**src/rtl/pong_pkg.sv**
```systemverilog
// Shared constants and helpers for the Pong score display: segment patterns and
// elaboration-time BCD conversion.
package pong_pkg;

  localparam logic [6:0] SEG_BLANK = 7'b1111111;

  // Active-low {g,f,e,d,c,b,a} patterns for digits 0..9.
  localparam logic [6:0] SEG_DIGIT [10] = '{
    7'b1000000, 7'b1111001, 7'b0100100, 7'b0110000, 7'b0011001,
    7'b0010010, 7'b0000010, 7'b1111000, 7'b0000000, 7'b0010000
  };

  function automatic logic [31:0] to_bcd(input int unsigned value, input int unsigned digits);
    logic [31:0] r;
    int unsigned v;
    r = '0;
    v = value;
    for (int unsigned i = 0; i < 8; i++) begin
      if (i < digits) begin
        r[i*4 +: 4] = 4'(v % 10);
        v = v / 10;
      end
    end
    return r;
  endfunction

  function automatic int unsigned pow10(input int unsigned digits);
    int unsigned p;
    p = 1;
    for (int unsigned i = 0; i < digits; i++) p = p * 10;
    return p;
  endfunction

endpackage

```
**src/rtl/pong_score_display_if.sv**
```systemverilog
// Bundles the game-side pulses and the score/segment outputs of the score display.
interface pong_score_display_if #(
    parameter int unsigned PLAYERS = 2,
    parameter int unsigned DIGITS  = 2
) ();

    localparam int unsigned WinW = (PLAYERS > 1) ? $clog2(PLAYERS) : 1;

    logic [PLAYERS-1:0]          point;
    logic                        clear;
    logic [PLAYERS*DIGITS*4-1:0] score_bcd;
    logic                        game_over;
    logic [WinW-1:0]             winner;
    logic [PLAYERS*DIGITS*7-1:0] hex;

    modport master (
        output point, clear,
        input  score_bcd, game_over, winner, hex
    );

    modport slave (
        input  point, clear,
        output score_bcd, game_over, winner, hex
    );

endinterface

```
**src/rtl/pong_score_display_seg7_decoder.sv**
```systemverilog
// BCD digit to active-low seven-segment pattern; non-decimal codes and blank show nothing.
module seg7_decoder
    import pong_pkg::*;
(
    input  logic [3:0] bcd_i,
    input  logic       blank_i,
    output logic [6:0] seg_o
);

    always_comb begin
        seg_o = SEG_BLANK;
        if (!blank_i && (bcd_i <= 4'd9)) begin
            seg_o = SEG_DIGIT[bcd_i];
        end
    end

endmodule

```
**src/rtl/pong_score_display.sv**
```systemverilog
// Per-player BCD score keeper with win latch and registered seven-segment output,
// blinking the winner's digits once the game is over.
module pong_score_display
    import pong_pkg::*;
#(
    parameter int unsigned PLAYERS   = 2,
    parameter int unsigned DIGITS    = 2,
    parameter int unsigned WIN_SCORE = 11,
    parameter int unsigned BLINK_DIV = 12_500_000,
    parameter int unsigned LZB       = 1
) (
    input logic          clk,
    input logic          rst,
    pong_score_display_if.slave bus
);

    localparam int unsigned NDig = PLAYERS * DIGITS;
    localparam int unsigned SW   = DIGITS * 4;
    localparam int unsigned WinW = (PLAYERS > 1) ? $clog2(PLAYERS) : 1;
    localparam int unsigned CntW = (BLINK_DIV > 1) ? $clog2(BLINK_DIV) : 1;

    localparam logic [31:0]   WinBcdAll = to_bcd(WIN_SCORE, DIGITS);
    localparam logic [SW-1:0] WinBcd    = WinBcdAll[SW-1:0];

    function automatic logic [NDig*7-1:0] reset_hex();
        logic [NDig*7-1:0] h;
        for (int unsigned k = 0; k < NDig; k++) begin
            h[k*7 +: 7] = (((k % DIGITS) == 0) || (LZB == 0)) ? SEG_DIGIT[0] : SEG_BLANK;
        end
        return h;
    endfunction

    localparam logic [NDig*7-1:0] HexRst = reset_hex();

    // Ripple increment; an all-nines score holds instead of wrapping.
    function automatic logic [SW-1:0] bcd_inc(input logic [SW-1:0] s);
        logic [SW-1:0] r;
        logic          carry;
        r     = s;
        carry = 1'b1;
        for (int d = 0; d < DIGITS; d++) begin
            if (carry) begin
                if (s[d*4 +: 4] == 4'd9) begin
                    r[d*4 +: 4] = 4'd0;
                end else begin
                    r[d*4 +: 4] = s[d*4 +: 4] + 4'd1;
                    carry       = 1'b0;
                end
            end
        end
        return carry ? s : r;
    endfunction

    if ((NDig > 8) || (PLAYERS == 0) || (DIGITS == 0)) begin : g_bad_size
        $error("pong_score_display: PLAYERS*DIGITS must be 1..8");
    end
    if (WIN_SCORE > pow10(DIGITS) - 1) begin : g_bad_win
        $error("pong_score_display: WIN_SCORE does not fit in DIGITS");
    end
    if (BLINK_DIV < 1) begin : g_bad_blink
        $error("pong_score_display: BLINK_DIV must be at least 1");
    end

    logic [PLAYERS-1:0][SW-1:0] score_q, score_d;
    logic                       go_q, go_d;
    logic [WinW-1:0]            win_q, win_d;
    logic [CntW-1:0]            cnt_q, cnt_d;
    logic                       ph_q, ph_d;
    logic [NDig*7-1:0]          hex_q;
    logic [NDig*7-1:0]          seg;
    logic [NDig-1:0]            blank;
    logic                       zero_run;

    always_comb begin
        score_d = score_q;
        go_d    = go_q;
        win_d   = win_q;
        if (bus.clear) begin
            score_d = '0;
            go_d    = 1'b0;
            win_d   = '0;
        end else if (!go_q) begin
            for (int i = 0; i < PLAYERS; i++) begin
                if (bus.point[i]) score_d[i] = bcd_inc(score_q[i]);
            end
            if (WIN_SCORE != 0) begin
                // Descending scan so the lowest-index winner is the last assignment.
                for (int i = PLAYERS - 1; i >= 0; i--) begin
                    if (score_d[i] == WinBcd) begin
                        go_d  = 1'b1;
                        win_d = WinW'(i);
                    end
                end
            end
        end
    end

    always_comb begin
        cnt_d = cnt_q;
        ph_d  = ph_q;
        if (bus.clear || !go_q) begin
            cnt_d = '0;
            ph_d  = 1'b0;
        end else if (cnt_q == CntW'(BLINK_DIV - 1)) begin
            cnt_d = '0;
            ph_d  = !ph_q;
        end else begin
            cnt_d = cnt_q + 1'b1;
        end
    end

    always_comb begin
        blank    = '0;
        zero_run = 1'b1;
        for (int i = 0; i < PLAYERS; i++) begin
            zero_run = 1'b1;
            for (int d = DIGITS - 1; d >= 0; d--) begin
                zero_run = zero_run && (score_q[i][d*4 +: 4] == 4'd0);
                blank[i*DIGITS + d] = (go_q && ph_q && (win_q == WinW'(i))) ||
                                      ((LZB != 0) && (d > 0) && zero_run);
            end
        end
    end

    for (genvar g = 0; g < NDig; g++) begin : g_dec
        seg7_decoder u_dec (
            .bcd_i  (score_q[g / DIGITS][(g % DIGITS)*4 +: 4]),
            .blank_i(blank[g]),
            .seg_o  (seg[g*7 +: 7])
        );
    end

    always_ff @(posedge clk or posedge rst) begin
        if (rst) begin
            score_q <= '0;
            go_q    <= 1'b0;
            win_q   <= '0;
            cnt_q   <= '0;
            ph_q    <= 1'b0;
            hex_q   <= HexRst;
        end else begin
            score_q <= score_d;
            go_q    <= go_d;
            win_q   <= win_d;
            cnt_q   <= cnt_d;
            ph_q    <= ph_d;
            hex_q   <= seg;
        end
    end

    assign bus.score_bcd = score_q;
    assign bus.game_over = go_q;
    assign bus.winner    = win_q;
    assign bus.hex       = hex_q;

endmodule

```
**src/flat_wrapper.sv**
```systemverilog
// flat-port wrapper written by rule: the top's interface ports become plain ports
module pong_score_display_flat import pong_pkg::*;
#(
    parameter int unsigned PLAYERS   = 2,
    parameter int unsigned DIGITS    = 2,
    parameter int unsigned WIN_SCORE = 11,
    parameter int unsigned BLINK_DIV = 12_500_000,
    parameter int unsigned LZB       = 1
)
  (clk, rst, bus_point, bus_clear, bus_score_bcd, bus_game_over, bus_winner, bus_hex);
  pong_score_display_if #(.PLAYERS(PLAYERS), .DIGITS(DIGITS)) bus_i ();
  input logic clk;
  input logic rst;
  input wire logic [$bits(bus_i.point)-1:0] bus_point;
  input wire logic [$bits(bus_i.clear)-1:0] bus_clear;
  output wire logic [$bits(bus_i.score_bcd)-1:0] bus_score_bcd;
  output wire logic [$bits(bus_i.game_over)-1:0] bus_game_over;
  output wire logic [$bits(bus_i.winner)-1:0] bus_winner;
  output wire logic [$bits(bus_i.hex)-1:0] bus_hex;
  assign bus_i.point = bus_point;
  assign bus_i.clear = bus_clear;
  assign bus_score_bcd = bus_i.score_bcd;
  assign bus_game_over = bus_i.game_over;
  assign bus_winner = bus_i.winner;
  assign bus_hex = bus_i.hex;
  pong_score_display #(.PLAYERS(PLAYERS), .DIGITS(DIGITS), .WIN_SCORE(WIN_SCORE), .BLINK_DIV(BLINK_DIV), .LZB(LZB)) u_core (.clk(clk), .rst(rst), .bus(bus_i));
endmodule
```
**config.mk**
```make
export PLATFORM = sky130hd
export DESIGN_NAME = pong_score_display_flat
export DESIGN_NICKNAME = d
export VERILOG_FILES = /design/src/rtl/pong_pkg.sv /design/src/rtl/pong_score_display_if.sv /design/src/rtl/pong_score_display_seg7_decoder.sv /design/src/rtl/pong_score_display.sv /design/src/flat_wrapper.sv
export SDC_FILE = /design/constraint.sdc
export NUM_CORES = 1
export LEC_CHECK = 0
export ABC_CLOCK_PERIOD_IN_PS = 2600
export CAP_MARGIN = 25
export CORE_MARGIN = 1
export CORE_UTILIZATION = 48
export CTS_BUF_LIST = sky130_fd_sc_hd__clkbuf_2 sky130_fd_sc_hd__clkbuf_4 sky130_fd_sc_hd__clkbuf_8
export DETAILED_ROUTE_END_ITERATION = 10
export PLACE_DENSITY = 0.69
export SLEW_MARGIN = 40
export SYNTH_ARGS = -nofsm -noshare
export SYNTH_HDL_FRONTEND = slang
export SYNTH_HIERARCHICAL = 1
export SYNTH_SLANG_ARGS = --single-unit
```
**constraint.sdc**
```tcl
create_clock -name clk -period 2.6 [get_ports clk]
set_input_delay 0.26 -clock clk [delete_from_list [all_inputs] [get_ports clk]]
set_output_delay 0.26 -clock clk [all_outputs]
set_load 0.05 [all_outputs]
```
After elaboration in Yosys (flattened, before gate mapping) --
Memories as Yosys holds them, arrays and structs flattened. Cells that the tools add are included.
Storage, ports and cells: register bits after elaboration 71, memory bits (read-only) 448, output and inout bits 46, memories kept 4
Cells by class: add/sub/neg operators 5, magnitude comparators 8, eq/ne operators 8, muxes and demuxes 58, bitwise logic cells 5, reduce and logical (&&, ||, !) cells 21
Memories:
- (no name shown) | words 16, width 7, rd ports 1, clocked after memory_dff 0, wr ports 0, line pong_score_display_seg7_decoder.sv:13 | seg_o = SEG_DIGIT[bcd_i];
- (no name shown) | words 16, width 7, rd ports 1, clocked after memory_dff 0, wr ports 0, line pong_score_display_seg7_decoder.sv:13
- (no name shown) | words 16, width 7, rd ports 1, clocked after memory_dff 0, wr ports 0, line pong_score_display_seg7_decoder.sv:13
- (no name shown) | words 16, width 7, rd ports 1, clocked after memory_dff 0, wr ports 0, line pong_score_display_seg7_decoder.sv:13
Operators with widths (count):
- $mux 7 | 12
- $mux 8 | 8
- $mux 24 | 2
- $mux 16 | 2
- $mux 1 | 28
- $add 24x1->24 const B | 1
- $eq 24x24->1 const B | 1
- $mux 4 | 6
- $ge 5x5->1 const B | 4
- $not 4->5 | 4
- $add 4x1->4 const B | 4
- $eq 4x4->1 const B | 4
- $eq 8x5->1 const B | 2
- $le 4x4->1 const B | 4
- $logic_not 4->1 | 2
- $logic_and 1x1->1 | 7
- $logic_not 1->1 | 6
- $logic_or 1x1->1 | 3
- $reduce_bool 3->1 | 1
- $ne 2x2->1 const B | 1
- $reduce_and 2->1 | 1
- $reduce_bool 2->1 | 1
- $not 1->1 | 1

Logic depth before layout (Yosys ltp) --
depth in word-level cells 18, gate-level depth with buffers 8, depth with buffers taken out 7

By module --
The synthesis kept the hierarchy.
Modules (own cells, without submodules):
- pong_score_display | times used 1, cells each 293, area each 3143.0 um^2
- seg7_decoder | times used 4, cells each 29, area each 210.2 um^2

Least setup slack after synthesis --
OpenSTA, ideal clock, no wires.
path kind reg2reg, from register u_core.score_q, in the netlist u_core/bus.score_bcd[9], to register u_core.go_q (netlist: u_core/bus.game_over), library setup time 81 ps, arrival 2247 ps, slack 271 ps, cell stages (with the launch flop) 9, cell sequence dfrtp_1 > inv_1 > ha_1 > and3b_2 > buf_2 > nor3_1 > a31oi_1 > or4_4 > a31oi_2
Between the ends: longest elaborated chain between the ends 18, elaborated cells between the ends (all ways) 21
Ends and longest elaborated chain:
- start, declared | line pong_score_display.sv:64 | logic [PLAYERS-1:0][SW-1:0] score_q, score_d;
- start signal, assigned | line pong_score_display.sv:142 | score_q <= score_d;
- $eq 4x4->1 | line pong_score_display.sv:43 | if (s[d*4 +: 4] == 4'd9) begin
- $mux 1 | line pong_score_display.sv:43
- $mux 1 | line pong_score_display.sv:84 | if (bus.point[i]) score_d[i] = bcd_inc(score_q[i]);
- $mux 1 | line pong_score_display.sv:82 | end else if (!go_q) begin
- $mux 1 | line pong_score_display.sv:78 | if (bus.clear) begin
- $mux 1 | line pong_score_display.sv:42 | if (carry) begin
- $mux 1 | line pong_score_display.sv:84
- $mux 1 | line pong_score_display.sv:82
- (+2 left out)
- $mux 8 (*) | line pong_score_display.sv:84
- $mux 8 (*) | line pong_score_display.sv:82
- $mux 8 (*) | line pong_score_display.sv:78
- $eq 8x5->1 (*) | line pong_score_display.sv:89 | if (score_d[i] == WinBcd) begin
- $mux 1 (*) (2 in a row) | line pong_score_display.sv:89
- $mux 1 (*) | line pong_score_display.sv:82
- $mux 1 (*) | line pong_score_display.sv:78
- net u_core.go_d | line pong_score_display.sv:65 | logic go_q, go_d;
- end signal, assigned | line pong_score_display.sv:143 | go_q <= go_d;
- end, declared | line pong_score_display.sv:65
Mark *: on every way through the listed nets, which the timed path passes. The rest lies on a longest branch. The select of a mux whose other input is x is not followed. A chain may end at the register's enable or synchronous reset.

Final worst setup path --
from register u_core.score_q, in the netlist u_core/bus.score_bcd[2], to output bus_score_bcd[2]
RTL lines:
- end, declared | line flat_wrapper.sv:16 | output wire logic [$bits(bus_i.score_bcd)-1:0] bus_score_bcd;
No word-level cell between the ends.

==> flow_summary.json <==
{
  "post-dp-hpwl_um": 5180,
  "synth_area_um2": 3980,
  "crit_chain": "clkdlybuf4s50_1",
  "final_cells": 569,
  "clock_sinks": 71,
  "grt_overflow_total": 0,
  "syn_nets": 439,
  "io_buffers": 50,
  "synth_area_leader_cell": "dfrtp_1",
  "detailedPlace.worstSlack_ns": 0.360,
  "final_cell_mix": "nor2_1 (57), dfrtp_1 (55), clkdlybuf4s50_1 (50)",
  "slowest_delay_ns": 0.91,
  "rsz0062_at_grt": "no",
  "clk_latency_ns": 0.34,
  "ctsHoldBuffers": 0,
  "placement_rows": 32,
  "hold_viol": 0,
  "setup_violations": 0,
  "areaGrowthSynthToFinish_pct": 19.4,
  "final_common_cell": "nor2_1",
  "cts_buffer_depth": 2,
  "yosys_most_used_dff": "dfrtp_1",
  "cts_htree_levels": 3,
  "yosys_warnings": 6,
  "path_buf_inv": 1,
  "dpl.cell_count": 553,
  "arrival_ns": 1.95,
  "post_cts_resized": 0,
  "slew_headroom_pct": 54.3,
  "synth_edf_count": 0,
  "cp_top_family": "buffers and inverters",
  "drive_above_1_share_pct": 13.1,
  "cts_tree": "done",
  "seq_area_frac_synth_pct": 45.1,
  "setup_tns_ns": 0,
  "fin_nets": 492,
  "clk_pin_slew_ns": 0.08,
  "die_w_um": 93.1,
  "worstSetupEndpointType": "primary output",
  "synth_area_leaders": "dfrtp_1 (35%), dfstp_2 (11%), ha_1 (7.9%), nor2_1 (5.4%), a21oi_1 (3.6%)",
  "hold_slack_ns": 0.198,
  "drtAntennaViolNets": 0,
  "drc": 0,
  "drt_iter0_markers": 87,
  "worst_pin_slew_ns": 0.681,
  "final_area_um2": 4760,
  "grt_max_degree": 57,
  "gp_congestion": 0.825,
  "fmax_mhz": 452,
  "p_per_area_nw_per_um2": 476,
  "async_flop_share_pct": 100,
  "skew_ns": 0.00874,
  "netlist_instances": 409,
  "io_pins": 51,
  "dpl_cell_area_um2": 4570,
  "via_per_inst": 5.19,
  "start_util_pct": 50.5,
  "critPathRequiredTime_ns": 2.34,
  "finalCritPeriodShare_pct": 85.0,
  "leakagePower_nw": 1.95,
  "cts_root_buffer": "clkbuf_8",
  "antenna_found_initial": 0,
  "setup_ws_ns": 0.389,
  "slew_viol_final": 0,
  "die_area_um2": 8670,
  "post_drt_wl_per_cell_um": 13.4,
  "ys_ff_latch": 71,
  "status": "completed",
  "dieHeight_um": 93.1,
  "setup.worst_path.class": "flop to primary output",
  "slowest_stage": "clkdlybuf4s50_1",
  "critPathLaunchType": "flop",
  "cts_inserted_buffers": 9,
  "fin_crit_ns": 2.21,
  "vias": 2955,
  "cap_viol_max_count": 0,
  "min_path_type": "primary input to asynchronous set/reset pin",
  "finalPower_mw": 2.26,
  "routed_wl_um": 7620,
  "crit_path_max_fanout": 20,
  "core_um2": 7890,
  "post-route-util_pct": 60.3,
  "n_antenna_cell": 0,
  "first_pass_iters": 4,
  "grt_use_total_pct": 19.6,
  "yosysUniqueCellTypes": 56,
  "synth.avg_cell_area_um2": 9.74,
  "ir_drop_mv": 0.440,
  "grt_pass1_wl_um": 13400,
  "synth_top_area_share_pct": 34.5,
  "grt_pass1_vias": 2906,
  "postCtsSetupBuffers": 0
}
==> sequential cells by signal, indices dropped and copies added, names as in the netlist <==
register and cells:
u_core/bus.hex 28, u_core/cnt_q 24, u_core/bus.score_bcd 16, u_core/bus.game_over 1, u_core/bus.winner 1, u_core/ph_q 1
==> per-layer routing <==
metal / vias up / wire, um / global-route usage, %
li1: 1501 / - / -
met1: 1409 / 3610 / 26.0
met2: 41 / 3730 / 31.3
met3: 4 / 237 / 5.28
met4: 0 / 46 / 6.15
met5: - / 0 / 0
==> area by class of cell <==
| class | instances | area [um^2] |
|---|---|---|
| sequential | 71 | 1800 |
| multi-input combinational | 301 | 2000 |
| timing repair buffer | 55 | 551 |
| inverter | 24 | 90.1 |
| fill | 676 | 3130 |
| tap | 102 | 128 |
| clock inverter | 6 | 61.3 |
| clock buffer | 10 | 131 |
==> path summary, 6_finish.rpt <==
path / startpoint / end / slack [ns] / depth (start not counted)
max: u_core/bus.score_bcd[2] / bus_score_bcd[2] / 0.39 / 1
min: rst / u_core/bus.hex[0] / 0.20 / 2
max reg2reg: u_core/bus.score_bcd[9] / u_core/bus.game_over / 0.46 / 7
min reg2reg: u_core/cnt_q[0] / u_core/cnt_q[0] / 0.49 / 1
max in group asynchronous: rst / u_core/bus.hex[24] / 1.75 / 3
min in group clk: u_core/cnt_q[0] / u_core/cnt_q[0] / 0.49 / 1
==> synthesized netlist by cell type, types with 2 or more instances <==
cell and count:
dfrtp_1 55, xnor2_1 11, and3_1 6, buf_6 5, o211ai_1 5, nand2_1 35
a31oi_1 3, nand2b_1 5, inv_1 24, and4_1 3, nand3b_1 3, and2b_2 4
or3_1 2, buf_4 2, dfstp_2 16, ha_1 25, a21oi_1 29, nor2_1 57
nand4_1 8, o21ai_0 24, o22ai_1 2, o21bai_4 4, nor2b_1 3, nor4_1 2
a211oi_1 3, buf_2 2, mux2i_1 4, nor3_1 6, xor2_1 16, a21oi_4 4
clkbuf_1 4, nand3_1 13
==> power by group <==
part | internal [mW] | leakage (nW) | total, mW | switching [mW]
sequential | 1.13 | 0.926 | 1.15 | 0.0206
combinational | 0.0870 | 0.927 | 0.254 | 0.167
clock | 0.450 | 0.0994 | 0.862 | 0.412
==> cell families (layout without fill, tap and decap cells) <==
family,after synthesis,in the layout,share of synthesized area (%)
AOI/OAI and AO/OA,84,84,14.8
xor gates and xnor gates,27,27,5.94
adders and majority gates,25,25,7.85
buffers and inverters,37,95,4.68
DFF,71,71,45.1
muxes,5,5,1.29
and+or+nand+nor,160,160,20.3
(Power assumes the default switching activity.)
==> RTL change (same settings) <==
`BLINK_DIV` is set to 12_500_000 in 2 places; all go to 6_250_000.
--- a/src/rtl/pong_score_display.sv
+++ b/src/rtl/pong_score_display.sv
@@ -6,7 +6,7 @@
     parameter int unsigned PLAYERS   = 2,
     parameter int unsigned DIGITS    = 2,
     parameter int unsigned WIN_SCORE = 11,
-    parameter int unsigned BLINK_DIV = 12_500_000,
+    parameter int unsigned BLINK_DIV = 6_250_000,
     parameter int unsigned LZB       = 1
 ) (
     input logic          clk,
--- a/src/flat_wrapper.sv
+++ b/src/flat_wrapper.sv
@@ -4,7 +4,7 @@
     parameter int unsigned PLAYERS   = 2,
     parameter int unsigned DIGITS    = 2,
     parameter int unsigned WIN_SCORE = 11,
-    parameter int unsigned BLINK_DIV = 12_500_000,
+    parameter int unsigned BLINK_DIV = 6_250_000,
     parameter int unsigned LZB       = 1
 )
   (clk, rst, bus_point, bus_clear, bus_score_bcd, bus_game_over, bus_winner, bus_hex);
Check against the original RTL: no difference found for any inputs over 4 cycles, from zero or initial values and one cycle with rst high; that may be too few to reach the edited logic, so the function may still have changed.
==> RTL change against the original RTL <==
- non-clock buffer count rose by 1
- setup slack got worse by 11 ps
- wire length fell by 2.8%
- core utilization fell by 0.48 points
- highest routed layer unchanged
- die area fell by 2.9%
- first-iteration DRC count rose by 63%
- clock skew fell by 1.1 ps
- total power rose by 0.58%
- sequential cell count fell by 1
- hold slack improved by 120 ps
- cell area fell by 2.3%
- synthesized area fell by 3.0%
==> RTL change: results <==
group,metric,value,unit
yosys,synth-compound-area-share,14.6,%
sta,timing_hold_violations_final,0,
yosys,mux_cell_area_share_after_synthesis,0.777,%
placed_design,dpl.hpwl,5030,um
cells_and_area,drive_gt1_share,11.8,%
yosys,synthTopCellsByArea,"dfrtp_1, dfstp_2, ha_1",
placed_design,finalWeightedCongestion,0.802,
cells_and_area,final_net_count,482,
sta,slew_headroom,50.1,%
power,peakVddDrop,0.227,mV
yosys,seq_area_frac_synth,45.8,%
route,drt-initial-drc-count,142,
critical_path,path_delay_family,"simple AND/OR/NAND/NOR gates",
yosys,xor_xnor_share_of_the_synthesized_area,6.57,%
power,power_switching,620,uW
run_status,status,"finished clean",
route,totalWireLength,7410,um
clock_network,cts_made_buffers,9,
route,met1Wirelength,3460,um
power,cellLeakagePower,0.00193,uW
yosys,yosys_most_used_dff,"dfrtp_1",
yosys,post_synth_fa_ha_maj_area_fraction,8.09,%
yosys,synth.distinct_cells,44,
global_routing,grt_pass1_wl,12800,um
route,met3WireLength,173,um
global_routing,grt_start_max_net_pins,43,
critical_path,worst-endpoint-arrival,2480,ps
route,dr.pass1.iters,4,
sta,finClkSkew,7.65,ps
global_routing,grt_pass1_vias,2786,
placed_design,placed_cell_area,0.00446,sq mm
yosys,synthesis.nets,427,
route,dr_wl_met2,3640,um
yosys,synth_async_reset_ratio,100,%
route,dr_total_vias,2978,
critical_path,worst-path-max-fanout,23,
critical_path,ff2ff_path_depth,6,
placed_design,placement.io_buffers,50,
yosys,synthTopCellsByCount,"nor2_1, dfrtp_1, nand2_1, a21oi_1, ha_1",
global_routing,global_route.usage.total,18.9,%
critical_path,critical-path-max-stage-delay,640,ps
global_routing,antenna_found_initial,0,
clock_network,cts.clk_slew.worst_paths,70,ps
critical_path,crit_path_top_delay_cell,"or3_1",
-- RTL change: cell types whose count changed after synthesis, sizes merged, moves of 3 or more --
| cell | delta |
|---|---|
| buf | -3 |
| a31oi | -3 |
| xor2 | +3 |
| nand2 | -5 |
-- RTL change: path summary, 6_finish.rpt --
check,from,end,slack (ps)
min,rst,u_core/cnt_q[0],310
max,u_core/cnt_q[0],u_core/cnt_q[12],380
min reg2reg,u_core/cnt_q[0],u_core/cnt_q[0],500
max in group asynchronous,rst,u_core/bus.hex[9],1600
max reg2reg,u_core/cnt_q[0],u_core/cnt_q[12],380
min in group clk,u_core/cnt_q[0],u_core/cnt_q[0],500
-- RTL change: per-layer routing --
layer / vias to the layer above / global-route usage (%)
li1: 1475 / -
met4: 0 / 8.46
met5: - / 0
met3: 11 / 3.07
met2: 36 / 30.9
met1: 1456 / 24.7
-- RTL change: power by group through the flow --
stage	Combinational (uW)	Clock (uW)	Sequential [uW]
floorplan	121	0	1270
global placement	321	0	1160
detailed placement	326	0	1160
CTS	327	837	1140
global route	349	879	1150
finish	323	812	1140
-- RTL change: per-stage QoR --
| stage | setup slack (ps) | std cells | hold WS (ps) | util (%) |
|---|---|---|---|---|
| 2_1_floorplan | 114 | 397 | 455 | - |
| 3_3_place_gp | 383 | 543 | 468 | 57.4 |
| 3_5_place_dp | 339 | 543 | 483 | 57.4 |
| 4_1_cts | 389 | 558 | 329 | 59.8 |
| 5_1_grt | 216 | 558 | 350 | 59.8 |
| 6_report | 378 | 558 | 314 | 59.8 |
-- RTL change: final cells by class --
| cell class | count | area (sq um) |
|---|---|---|
| fill | 681 | 3120 |
| multi-input combinational | 293 | 1930 |
| sequential | 70 | 1770 |
| timing repair buffer | 56 | 558 |
| clock buffer | 14 | 174 |
| tap | 102 | 128 |
| inverter | 22 | 82.6 |
| clock inverter | 1 | 7.51 |
-- RTL change: cell families after synthesis --
| kind of cell | after synthesis |
|---|---|
| DFF | 70 |
| muxes | 3 |
| xor gates and xnor gates | 29 |
| and+or+nand+nor | 155 |
| adders and majority gates | 25 |
| AOI/OAI and AO/OA | 81 |
| buffers and inverters | 34 |
